--- src/rtl/spi_reader.sv ---
// SPI mode-0 slave byte transceiver, oversampled in the i_clk domain, MSB first, no chip select.
// Receive updates land <=2 clk after an spi_clk rise; miso advances 2 clk after a fall.
module spi_reader (
  input  logic       i_clk,
  input  logic       i_rst,
  input  logic       i_spi_clk,
  input  logic       i_mosi,
  input  logic [7:0] i_to_output,
  output logic       o_miso,
  output logic [7:0] o_data,
  output logic       o_received,
  output logic       o_transmission_started
);

  logic       r_sclk_q;
  logic       r_sclk_d;
  logic       r_mosi_q;
  logic [6:0] r_shift;
  logic [2:0] r_rx_cnt;
  logic [2:0] r_tx_idx;
  logic [7:0] r_data;
  logic       r_received;

  logic       w_rise;
  logic       w_fall;
  logic [2:0] w_tx_bit;

  assign w_rise = r_sclk_q & ~r_sclk_d;
  assign w_fall = ~r_sclk_q & r_sclk_d;

  always_ff @(posedge i_clk) begin
    if (i_rst) begin
      r_sclk_q <= 1'b0;
      r_sclk_d <= 1'b0;
      r_mosi_q <= 1'b0;
    end else begin
      r_sclk_q <= i_spi_clk;
      r_sclk_d <= r_sclk_q;
      r_mosi_q <= i_mosi;
    end
  end

  // Only seven bits of history are kept: the eighth comes straight from r_mosi_q.
  always_ff @(posedge i_clk) begin
    if (i_rst) begin
      r_shift    <= 7'd0;
      r_rx_cnt   <= 3'd0;
      r_data     <= 8'd0;
      r_received <= 1'b0;
    end else begin
      r_received <= 1'b0;
      if (w_rise) begin
        r_shift  <= {r_shift[5:0], r_mosi_q};
        r_rx_cnt <= r_rx_cnt + 3'd1;
        if (r_rx_cnt == 3'd7) begin
          r_data     <= {r_shift, r_mosi_q};
          r_received <= 1'b1;
        end
      end
    end
  end

  always_ff @(posedge i_clk) begin
    if (i_rst) begin
      r_tx_idx <= 3'd0;
    end else if (w_fall) begin
      r_tx_idx <= r_tx_idx + 3'd1;
    end
  end

  // to_output is not latched, so a mid-byte change shows up on miso at once.
  assign w_tx_bit               = 3'd7 - r_tx_idx;
  assign o_miso                 = i_to_output[w_tx_bit];
  assign o_data                 = r_data;
  assign o_received             = r_received;
  assign o_transmission_started = (r_rx_cnt == 3'd1);

endmodule

--- config.mk ---
export PLATFORM = sky130hd
export DESIGN_NAME = spi_reader
export DESIGN_NICKNAME = d
export VERILOG_FILES = /design/src/rtl/spi_reader.sv
export SDC_FILE = /design/constraint.sdc
export NUM_CORES = 1
export LEC_CHECK = 0
export ABC_AREA = 1
export CORE_UTILIZATION = 38
export DETAILED_ROUTE_END_ITERATION = 10
export GPL_ROUTABILITY_DRIVEN = 0
export HOLD_SLACK_MARGIN = 0.06
export PLACE_DENSITY_LB_ADDON = 0.15
export SETUP_SLACK_MARGIN = 0.15
export SYNTH_ARGS = -nofsm -noshare
export SYNTH_HDL_FRONTEND = slang
export SYNTH_SLANG_ARGS = --single-unit
--- constraint.sdc ---
create_clock -name i_clk -period 1.7 [get_ports i_clk]
set_input_delay 0.34 -clock i_clk [delete_from_list [all_inputs] [get_ports i_clk]]
set_output_delay 0.34 -clock i_clk [all_outputs]
set_load 0.005 [all_outputs]
==> results of run 1 <==
## layout make-up
class	instances	area (um^2)	area share, %
clock buffer	4	26.3	1.85
timing repair buffer	27	267	18.8
inverter	22	97.6	6.88
tap	30	37.5	2.65
multi-input combinational	90	478	33.7
sequential	25	513	36.2
## how the worst min path moves through the flow
stage,startpoint,endpoint,slack (ns),depth (start not counted)
floorplan,i_rst,r_rx_cnt[0],0.41,1
global placement,r_mosi_q,o_data[0],0.44,2
detailed placement,r_mosi_q,o_data[0],0.44,2
CTS,r_mosi_q,o_data[0],0.46,2
global route,r_mosi_q,o_data[0],0.48,2
finish,r_mosi_q,o_data[0],0.45,2
## routing by layer
layer,share of wire (%),global-route usage (%),up-vias
met2,47,22.9,12
met5,0,0,-
met4,1.4,5.13,0
met1,48,19.1,421
li1,-,-,487
met3,3.5,5.00,5
## worst reg2reg max path: stages, from the launching register on
cell and delay (ns):
dfxtp_2 0.34, buf_4 0.14, ha_1 0.19, ha_1 0.17, inv_1 0.08, nor2_4 0.06
nand2_2 0.09, clkinv_4 0.07, nand2_1 0.06, nand2_1 0.05
## cells by family (layout without fill, tap and decap cells)
kind of cell,Yosys count,after routing
compound gates,18,18
buf+inv,25,53
fa+ha+maj,4,4
simple gates,67,67
xor+xnor,1,1
flops,25,25
## power by group through the flow
stage | logic, mW | clock network [mW] | registers (mW)
final | 0.133 | 0.264 | 0.624
after global routing | 0.151 | 0.301 | 0.627
after CTS | 0.126 | 0.272 | 0.622
after detailed placement | 0.123 | 0 | 0.637
after global placement | 0.121 | 0 | 0.636
after floorplan | 0.0762 | 0 | 0.635
## synth_stat cells (all sizes together)
master,n
buf,3
xor2,1
a21oi,4
inv,21
ha,4
nand3,10
nand2,28
nor2,29
dfxtp,25
o21ai,14
clkinv,1
## sequential cells by signal, indices dropped and copies added, names as in the netlist
name / flops
r_sclk_q: 1
o_data: 8
r_rx_cnt: 3
r_shift: 7
r_tx_idx: 3
o_received: 1
r_sclk_d: 1
r_mosi_q: 1
## timing repair
item | in CTS | in global routing
hold buffers | 0 | 0
gates resized for setup | 14 | 28
endpoints found under the setup margin | 2 | 9
buffers inserted | 2 | 1
pin swaps | 7 | 7
==> metrics.md, run 1 <==
| Metric | Value |
|---|---|
| Status | finished clean |
| Clock skew | ~0.0013 ns |
| Setup TNS | 0 ns |
| CP required | approximately 1.4 ns |
| PnR worst setup slack | 0.137 ns |
| Leak pwr | ~0.76 nW |
| R2r worst-path depth | 9 |
| CP Class | reg -> out |
| Pre-CTS WS | -0.247 ns |
| Post-route ant nets | 0 |
| Detailed Route WL | 2.05 mm |
| Root buffer cell | clkbuf_4 |
| Mux contribution to synthesized area | 0% |
| Crit-path cells | buf_6 -> nand2_2 -> nand3_2 -> nand2_2 -> nand2_1 -> nand2_1 -> buf_2 |
| Cts bufs inserted | 3 |
| Utilization after layout | 55.3% |
| CP endpoint | o_miso |
| NetSw | between 0.2 and 0.3 mW |
| Syn Area/Cell | ~7.6 um^2 |
| Share of post-route cells with drive strength above 1 | 25.0% |
| Cell area power density | between 700 and 800 nW/um^2 |
| Cell taking the most area after synthesis | dfxtp_1 |
| Clock power frac | between 20% and 30% |
| Syn Std Cell Area | ~1100 um^2 |
| Hold Violations, Final | 0 |
| Clock Tree Buf Depth | 2 |
| Nets | between 150 and 200 |
| GR Overflow Total | 0 |
| R2r startpoint | r_rx_cnt[0] |
| CTS tree | done |
| Sink Count | 25 |
| I/O Buffers | 22 |
| P_int | roughly 0.76 mW |
| Levels on crit path | 7 |
| Starting Density | 41.4% |
| Post-Syn Nets | roughly 160 |
| Crit-path slowest cell | dfxtp_2 |
| H-tree lvl count | 1 |
| #FFs+latches synth | 25 |
| Largest family of logic cells by synthesized area | simple AND/OR/NAND/NOR gates |
| Reg-to-Reg End | o_data[2] |
| Core footprint | around 2600 um^2 |
| Sw Ratio | 25.2% |
| Gate Count Post-Synth | between 100 and 150 |
| Slew Limit Headroom | 78.4% |
| Peak Freq | ~640 MHz |
| Vias after detailed routing | around 900 |
| Reg2Reg Setup Slack | around 0.36 ns |
| Final period util | approximately 90% |
| Fin. max-slew vios | 0 |
| Unique masters post-synth | 21 |
| Compound-gate portion of the synthesized area | a little under a tenth |
| Commonest non-fill, non-tap cell in the layout | nor2_1 |
| DRT Pass-1 Iters | 4 |
| Least-Margin Pin Slew | 0.323 ns |
| Critical path origin | r_tx_idx[0] |
| DRT iter0 DRCs | 8 |
| Avg WL per Cell | a little over 10 um |
| Top cell type's share of synthesized area | 47.1% |
| Synth Area in Simple Gates | a little over a quarter |
| Cell Rows | 18 |
| Critical Path Source Type | flop |
| Crit path DAT | roughly 1.2 ns |
| Vias per cell | ~4.7 |
| I/O pin total | 23 |
| Critical Path Max Stage Delay | approximately 0.39 ns |
| Synth Warn # | 0 |
| Die Wd | 54.9 um |
| Largest net degree at the start of global routing | 22 |
| Power Total | roughly 1 mW |
| Ant diodes | 0 |
| Cell family with most CP delay | flip-flops |
| First-pass GRT wire length | about 3.2 mm |
| Area growth, synth to finish | 33.6% |
| Finished Layout Cells | just under 200 |
| Post-Place Cell Area | 1310 um^2 |
| Most area-consuming cells after synthesis | dfxtp_1 (47%), nor2_1 (9.5%), nand2_1 (9.2%), inv_1 (6.4%), o21ai_0 (5.2%) |
| Final Instance Area | 1420 um^2 |
| Worst Setup End Kind | output pin |
| Adder-Cell Fraction of Synth Area | ~4.7% |
| Initial antenna violation count | 0 |
| Worst hold path class | reg -> reg |
| Filler cell count in the final layout | approximately 260 |
| Comb power frac | a little over an eighth |
| DP HPWL | ~1.3 mm |
| Final setup violation count | 0 |
| Xor and xnor area share after synthesis | around 1.5% |
| Placed insts | roughly 190 |
| Sequential fraction of design power | roughly 60% |
| Register area share after synthesis | between 40% and 50% |
| Worst-path clk slew | roughly 0.13 ns |
| Min Clock Period, post-route | 1.56 ns |
| RSZ-0062 raised after global routing | yes |
| Buf/Inv on CP | 2 |
| Number of global-route vias before repair | 764 |
| Worst IR Drop VDD | 694 uV |
| Crit Path Max Fanout | 5 |
| Commonest non-fill, non-tap cells in the layout | nor2_1 (27), nand2_1 (20), inv_1 (17) |
| Clk Latency, worst-skew pair | ~0.32 ns |
| Die area | ~3000 um^2 |
| Hold WS | around 0.45 ns |
| Maxcap violations | 0 |
| Die Y | roughly 55 um |
| Total GRT Usage | 14.8% |
| Residual DRC count | 0 |
No activity file was read; power rests on OpenSTA's default activity.
==> run 2: changes to the inputs <==
- CAP_MARGIN: default -> 20
- CTS_BUF_LIST: default -> sky130_fd_sc_hd__clkbuf_16
- DONT_BUFFER_PORTS: default -> 1
==> metrics.md, run 2 (synthesis gave the netlist of run 1 again) <==
| Metric | Value |
|---|---|
| Area growth, synth to finish | 8.83% |
| # hold bufs at CTS | 0 (unchanged) |
| Vias after detailed routing | 790 (-15%) |
| Nets | 158 (-15%) |
| Worst Setup End Kind | output pin |
| Post-Place Cell Area | 1080 um^2 (-18%) |
| DRT iter0 DRCs | 12 (+4) |
| Clock Tree Buf Depth | 2 (unchanged) |
| Slew Limit Headroom | 78.2% (-0.26 points) |
| Leak pwr | 0.549 nW (-28%) |
| DRT Pass-1 Iters | 4 (unchanged) |
| Detailed Route WL | 1.76 mm (-14%) |
| NetSw | 0.262 mW (+1.7%) |
| Setup bufs post-CTS | 0 (-2) |
| Final setup violation count | 0 (unchanged) |
| Total GRT Usage | 13.5% (-1.4 points) |
| Least-Margin Pin Slew | 0.326 ns (+0.00391 ns) |
| Sink Count | 25 (unchanged) |
| Cts bufs inserted | 3 (unchanged) |
| Largest net degree at the start of global routing | 22 (unchanged) |
| Min Clock Period, post-route | 1.41 ns (-0.150 ns) |
| Worst-path clk slew | 0.06 ns (-0.07 ns) |
| Residual DRC count | 0 (unchanged) |
| I/O pin total | 23 (unchanged) |
| Die area | 3010 um^2 (unchanged) |
| DP HPWL | 1.30 mm (-2.9%) |
| Peak Freq | 708 MHz (+11%) |
| Clock skew | 0.00307 ns (+0.00180 ns) |
| Met3 global-route usage | 5.56% (+0.56 points) |
| Maxcap violations | 0 (unchanged) |
| P_int | 0.953 mW (+25%) |
| H-tree lvl count | 1 (unchanged) |
| Core footprint | 2570 um^2 (unchanged) |
| Comb power frac | 6.9% (-6.1 points) |
| Commonest non-fill, non-tap cell in the layout | nor2_1 |
| Avg WL per Cell | 10.3 um (-0.39%) |
| Met2 usage | 21.1% (-1.8 points) |
| Share of post-route cells with drive strength above 1 | 10.6% (-14 points) |
| I/O Buffers | 0 (-100%) |
| Starting Density | 41.4% (unchanged) |
| Met1 global-route usage | 16.7% (-2.3 points) |
| Post-cts resize count | 0 (-14) |
| Root buffer cell | clkbuf_16 |
| GR Overflow Total | 0 (unchanged) |
| Number of global-route vias before repair | 670 (-12%) |
| Clk Latency, worst-skew pair | 0.26 ns (-0.06 ns) |
| Pre-CTS WS | 0.423 ns (+0.670 ns) |
| PnR worst setup slack | 0.287 ns (+0.150 ns) |
| Fin. max-slew vios | 0 (unchanged) |
| Sw Ratio | 21.5% (-3.7 points) |
| Cell Rows | 18 (unchanged) |
| Status | finished clean |
| Commonest non-fill, non-tap cells in the layout | nor2_1 (27), nand2_1 (26), dfxtp_1 (24) |
| Post-route ant nets | 0 (unchanged) |
| CP required | 1.36 ns (about the same) |
| Clock power frac | 41.6% (+16 points) |
| RSZ-0062 raised after global routing | no |
| Utilization after layout | 45.0% (-10 points) |
| Largest register FFs | 8 (unchanged) |
| Initial antenna violation count | 0 (unchanged) |
| Worst IR Drop VDD | 787 uV (+13%) |
| GRT busiest layer | met2 |
| Setup TNS | 0 ns (unchanged) |
| Worst hold path class | in -> reg |
| Final Instance Area | 1160 um^2 (-19%) |
| Final period util | 83.1% (-8.8 points) |
| Die Wd | 54.9 um (unchanged) |
| Critical Path Source Type | flop |
| Hold WS | 0.139 ns (-0.315 ns) |
| First-pass GRT wire length | 2.81 mm (-12%) |
| Ant diodes | 0 (unchanged) |
| Crit Path Max Fanout | 6 (+1) |
| CP Class | reg -> out |
| Die Y | 54.9 um (unchanged) |
| Vias per cell | 4.62 (-1.1%) |
| Sequential fraction of design power | 51.5% (-9.6 points) |
| CTS tree | done |
| Hold Violations, Final | 0 (unchanged) |
| Cell area power density | 1050 nW/um^2 (+46%) |
| Crit path DAT | 1.07 ns (-0.15 ns) |
[run 2: changes by cell type in the layout (fill, tap and decap cells not counted), sizes merged]
cell / delta
clkbuf: -2
buf: -6
inv: +1
clkdlybuf4s50: -8
dlygate4sd2: -4
dlymetal6s2s: -8
[run 2: worst paths after layout]
kind / endpoint / start / slack (ns) / depth (start not counted)
worst max register to register: o_data[5] / r_rx_cnt[0] / 0.41 / 7
worst max-delay path: o_miso / r_tx_idx[0] / 0.29 / 6
worst min-delay path: r_rx_cnt[0] / i_rst / 0.14 / 1
worst min register to register: o_data[0] / r_mosi_q / 0.46 / 2
[run 2: critical path: stages, from the launching register on]
cell and delay (ns):
dfxtp_2 0.37, inv_1 0.11, nand2_1 0.08, nand3_1 0.07, nand2_1 0.07, nand2_1 0.04, nand2_1 0.07
[run 2: through the flow]
stage / power [mW] / std cells
final: 1.21 / 171
after CTS: 1.23 / 171
after global routing: 1.27 / 171
after floorplan: 0.711 / 140
after global placement: 0.722 / 167
after detailed placement: 0.724 / 167
[run 2: cell type report]
class / count / area, um^2
Clock buffer: 3 / 75.1
Clock inverter: 1 / 3.75
Fill cell: 263 / 1410
Inverter: 22 / 95.1
Multi-Input combinational cell: 90 / 443
Sequential cell: 25 / 502
Tap cell: 30 / 37.5
[run 2: power groups by stage]
stage | combinational, mW | sequential [mW] | clock, mW
global route | 0.0995 | 0.628 | 0.543
floorplan | 0.0762 | 0.635 | 0
CTS | 0.0853 | 0.626 | 0.523
detailed placement | 0.0848 | 0.639 | 0
global placement | 0.0830 | 0.639 | 0
finish | 0.0838 | 0.626 | 0.505
[run 2: layer usage]
| metal | vias to the layer above | part of all wire [%] |
|---|---|---|
| li1 | 434 | - |
| met1 | 341 | 51 |
| met2 | 12 | 43 |
| met3 | 3 | 4.4 |
| met4 | 0 | 1.2 |
| met5 | - | 0 |
==> run 3: changes to the inputs <==
- clock period: 1.7 -> 1.3 ns (I/O delays scaled with it)
==> metrics.md, run 3 (synthesis gave the netlist of run 1 again) <==
| Metric | Value |
|---|---|
| Status | finished with violations |
| Failing checks | negative setup slack |
| Die area | 3010 um^2 (unchanged) |
| Clock power frac | 40.1% (-1.5 points) |
| Critical Path Max Stage Delay | 0.39 ns (+0.02 ns) |
| Hold WS | 0.0670 ns (-0.0717 ns) |
| Critical path origin | r_tx_idx[0] |
| Initial antenna violation count | 0 (unchanged) |
| Min Clock Period, post-route | between 1 and 1.5 ns |
| Leak pwr | 0.589 nW (+7.4%) |
| Peak Freq | roughly 760 MHz |
| GR Overflow Total | 0 (unchanged) |
| Clk Latency, worst-skew pair | 0.25 ns (about the same) |
| Vias per cell | 4.77 (+3.3%) |
| Clock skew | 0.00151 ns (-0.00156 ns) |
| Crit-path slowest cell | dfxtp_4 |
| DRT Pass-1 Iters | 4 (unchanged) |
| Finished Layout Cells | 176 (+2.9%) |
| Hold endpoint | r_sclk_d |
| Fin. max-slew vios | 0 (unchanged) |
| Avg WL per Cell | 11.4 um (+10%) |
| HP Start | i_rst |
| Crit-path cells | inv_4 -> nand2_1 -> nand3_1 -> nand2_1 -> nand2_1 -> nand2_2 |
| PnR worst setup slack | -0.0178 ns (-0.305 ns) |
| Post-Place Cell Area | 1080 um^2 (+0.81%) |
| P_int | 1.27 mW (+33%) |
| Ant diodes | 0 (unchanged) |
| R2r startpoint | r_rx_cnt[1] |
| Reg2Reg Setup Slack | 0.15 ns (-0.26 ns) |
| NetSw | 0.366 mW (+40%) |
| Commonest non-fill, non-tap cells in the layout | nor2_1 (25), dfxtp_1 (21), inv_1 (15), nand2_1 (15), nand2_2 (12) |
| Post-route ant nets | 0 (unchanged) |
| Largest net degree at the start of global routing | 22 (unchanged) |
| Final setup violation count | 1 (+1) |
| R2r worst-path depth | 8 (+1) |
| CTS tree | done |
| Worst Setup End Kind | output pin |
| Total GRT Usage | 16.7% (+3.2 points) |
| Root buffer cell | clkbuf_16 |
| Maxcap violations | 0 (unchanged) |
| Core footprint | 2570 um^2 (unchanged) |
| Area growth, synth to finish | 23.6% |
| Slew Limit Headroom | 78.9% (+0.75 points) |
| Cell area power density | 1250 nW/um^2 (+19%) |
| Residual DRC count | 0 (unchanged) |
| Worst IR Drop VDD | 1510 uV (+92%) |
| Nets | 163 (+3.2%) |
| Least-Margin Pin Slew | 0.316 ns (-0.0106 ns) |
| Worst-path clk slew | 0.06 ns (about the same) |
| First-pass GRT wire length | 3.37 mm (+20%) |
| Starting Density | 41.4% (unchanged) |
| DP HPWL | 1.32 mm (+1.5%) |
| Cts bufs inserted | 3 (unchanged) |
| Sink Count | 25 (unchanged) |
| Sw Ratio | 22.4% (+0.83 points) |
| RSZ-0062 raised after global routing | yes |
| DRT iter0 DRCs | 16 (+4) |
| Commonest non-fill, non-tap cell in the layout | nor2_1 |
| Reg-to-Reg End | o_data[3] |
| Placed insts | 168 (+0.60%) |
| H-tree lvl count | 1 (unchanged) |
| Cell Rows | 18 (unchanged) |
| Largest register FFs | 8 (unchanged) |
| Share of post-route cells with drive strength above 1 | 30.8% (+20 points) |
| Crit Path Max Fanout | 6 (unchanged) |
| Sequential fraction of design power | 50.5% (-1.0 points) |
| CP required | 1.04 ns (-0.32 ns) |
| I/O Buffers | 0 (unchanged) |
| Crit path DAT | 1.06 ns (about the same) |
| Comb power frac | 9.3% (+2.4 points) |
| Clock Tree Buf Depth | 2 (unchanged) |
| Vias after detailed routing | 840 (+6.3%) |
| CP Class | reg -> out |
| Critical Path Source Type | flop |
| Detailed Route WL | 2.00 mm (+14%) |
| CP most frequent cell | nand2_1 |
| Die Wd | 54.9 um (unchanged) |
| Die Y | 54.9 um (unchanged) |
| Hold Violations, Final | 0 (unchanged) |
| Final period util | 101% |
| Number of global-route vias before repair | 761 (+14%) |
| Final Instance Area | 1310 um^2 (+14%) |
| Worst hold path class | in -> reg |
| I/O pin total | 23 (unchanged) |
| Hold path depth | 1 (unchanged) |
-- run 3: layout make-up --
type / count / area [um^2]
Clock inverter: 1 / 3.75
Tap cell: 30 / 37.5
Multi-Input combinational cell: 90 / 538
Inverter: 22 / 105
Sequential cell: 25 / 513
Clock buffer: 3 / 75.1
Fill cell: 264 / 1250
Timing Repair Buffer: 5 / 40.0
-- run 3: metrics by stage --
stage / util, % / setup TNS (ns) / power [mW] / worst slack (ns)
finish: 51.1 / -0.0178 / 1.64 / -0.0178
detailed placement: 42.3 / 0 / 0.949 / 0.0827
global placement: 42.3 / 0 / 0.946 / 0.0960
global route: 51.1 / -0.0699 / 1.71 / -0.0699
floorplan: - / 0 / 0.930 / 0.164
CTS: 49.1 / 0 / 1.65 / 0.0291
-- run 3: critical path, delay by kind of cell, from the launching register on --
| family | cells | cell delay (ns) |
|---|---|---|
| buffers and inverters | 1 | 0.06 |
| DFF | 1 | 0.39 |
| and+or+nand+nor | 5 | 0.35 |
-- run 3: repair_timing --
item                       in CTS  in global routing
setup buffers                   3                  0
pin swaps                       5                  7
hold buffers                    1                  0
setup endpoints to repair      10                 12
hold endpoints to repair        2                  0
resized for setup              20                 19
-- run 3: power by group through the flow --
| stage | registers (mW) | logic [mW] | clock network, mW |
|---|---|---|---|
| floorplan | 0.831 | 0.0997 | 0 |
| global placement | 0.837 | 0.110 | 0 |
| detailed placement | 0.836 | 0.113 | 0 |
| CTS | 0.823 | 0.142 | 0.686 |
| global route | 0.832 | 0.177 | 0.705 |
| finish | 0.827 | 0.153 | 0.657 |
-- run 3: worst max path at each step --
stage                      endpoint  slack [ns]  depth (start not counted)
after floorplan           o_data[1]        0.16                          8
after global placement    o_data[1]         0.1                          8
final                        o_miso       -0.02                          6
after global routing         o_miso       -0.07                          6
after detailed placement  o_data[5]        0.08                          7
after CTS                    o_miso        0.03                          6
-- run 3: per-layer routing --
layer / GRT usage [%] / vias to the layer above / routed length [um]
met4: 8.97 / 0 / 47
met3: 6.67 / 4 / 85
met5: 0 / - / 0
met1: 19.3 / 374 / 926
met2: 25.9 / 13 / 940
li1: - / 449 / -
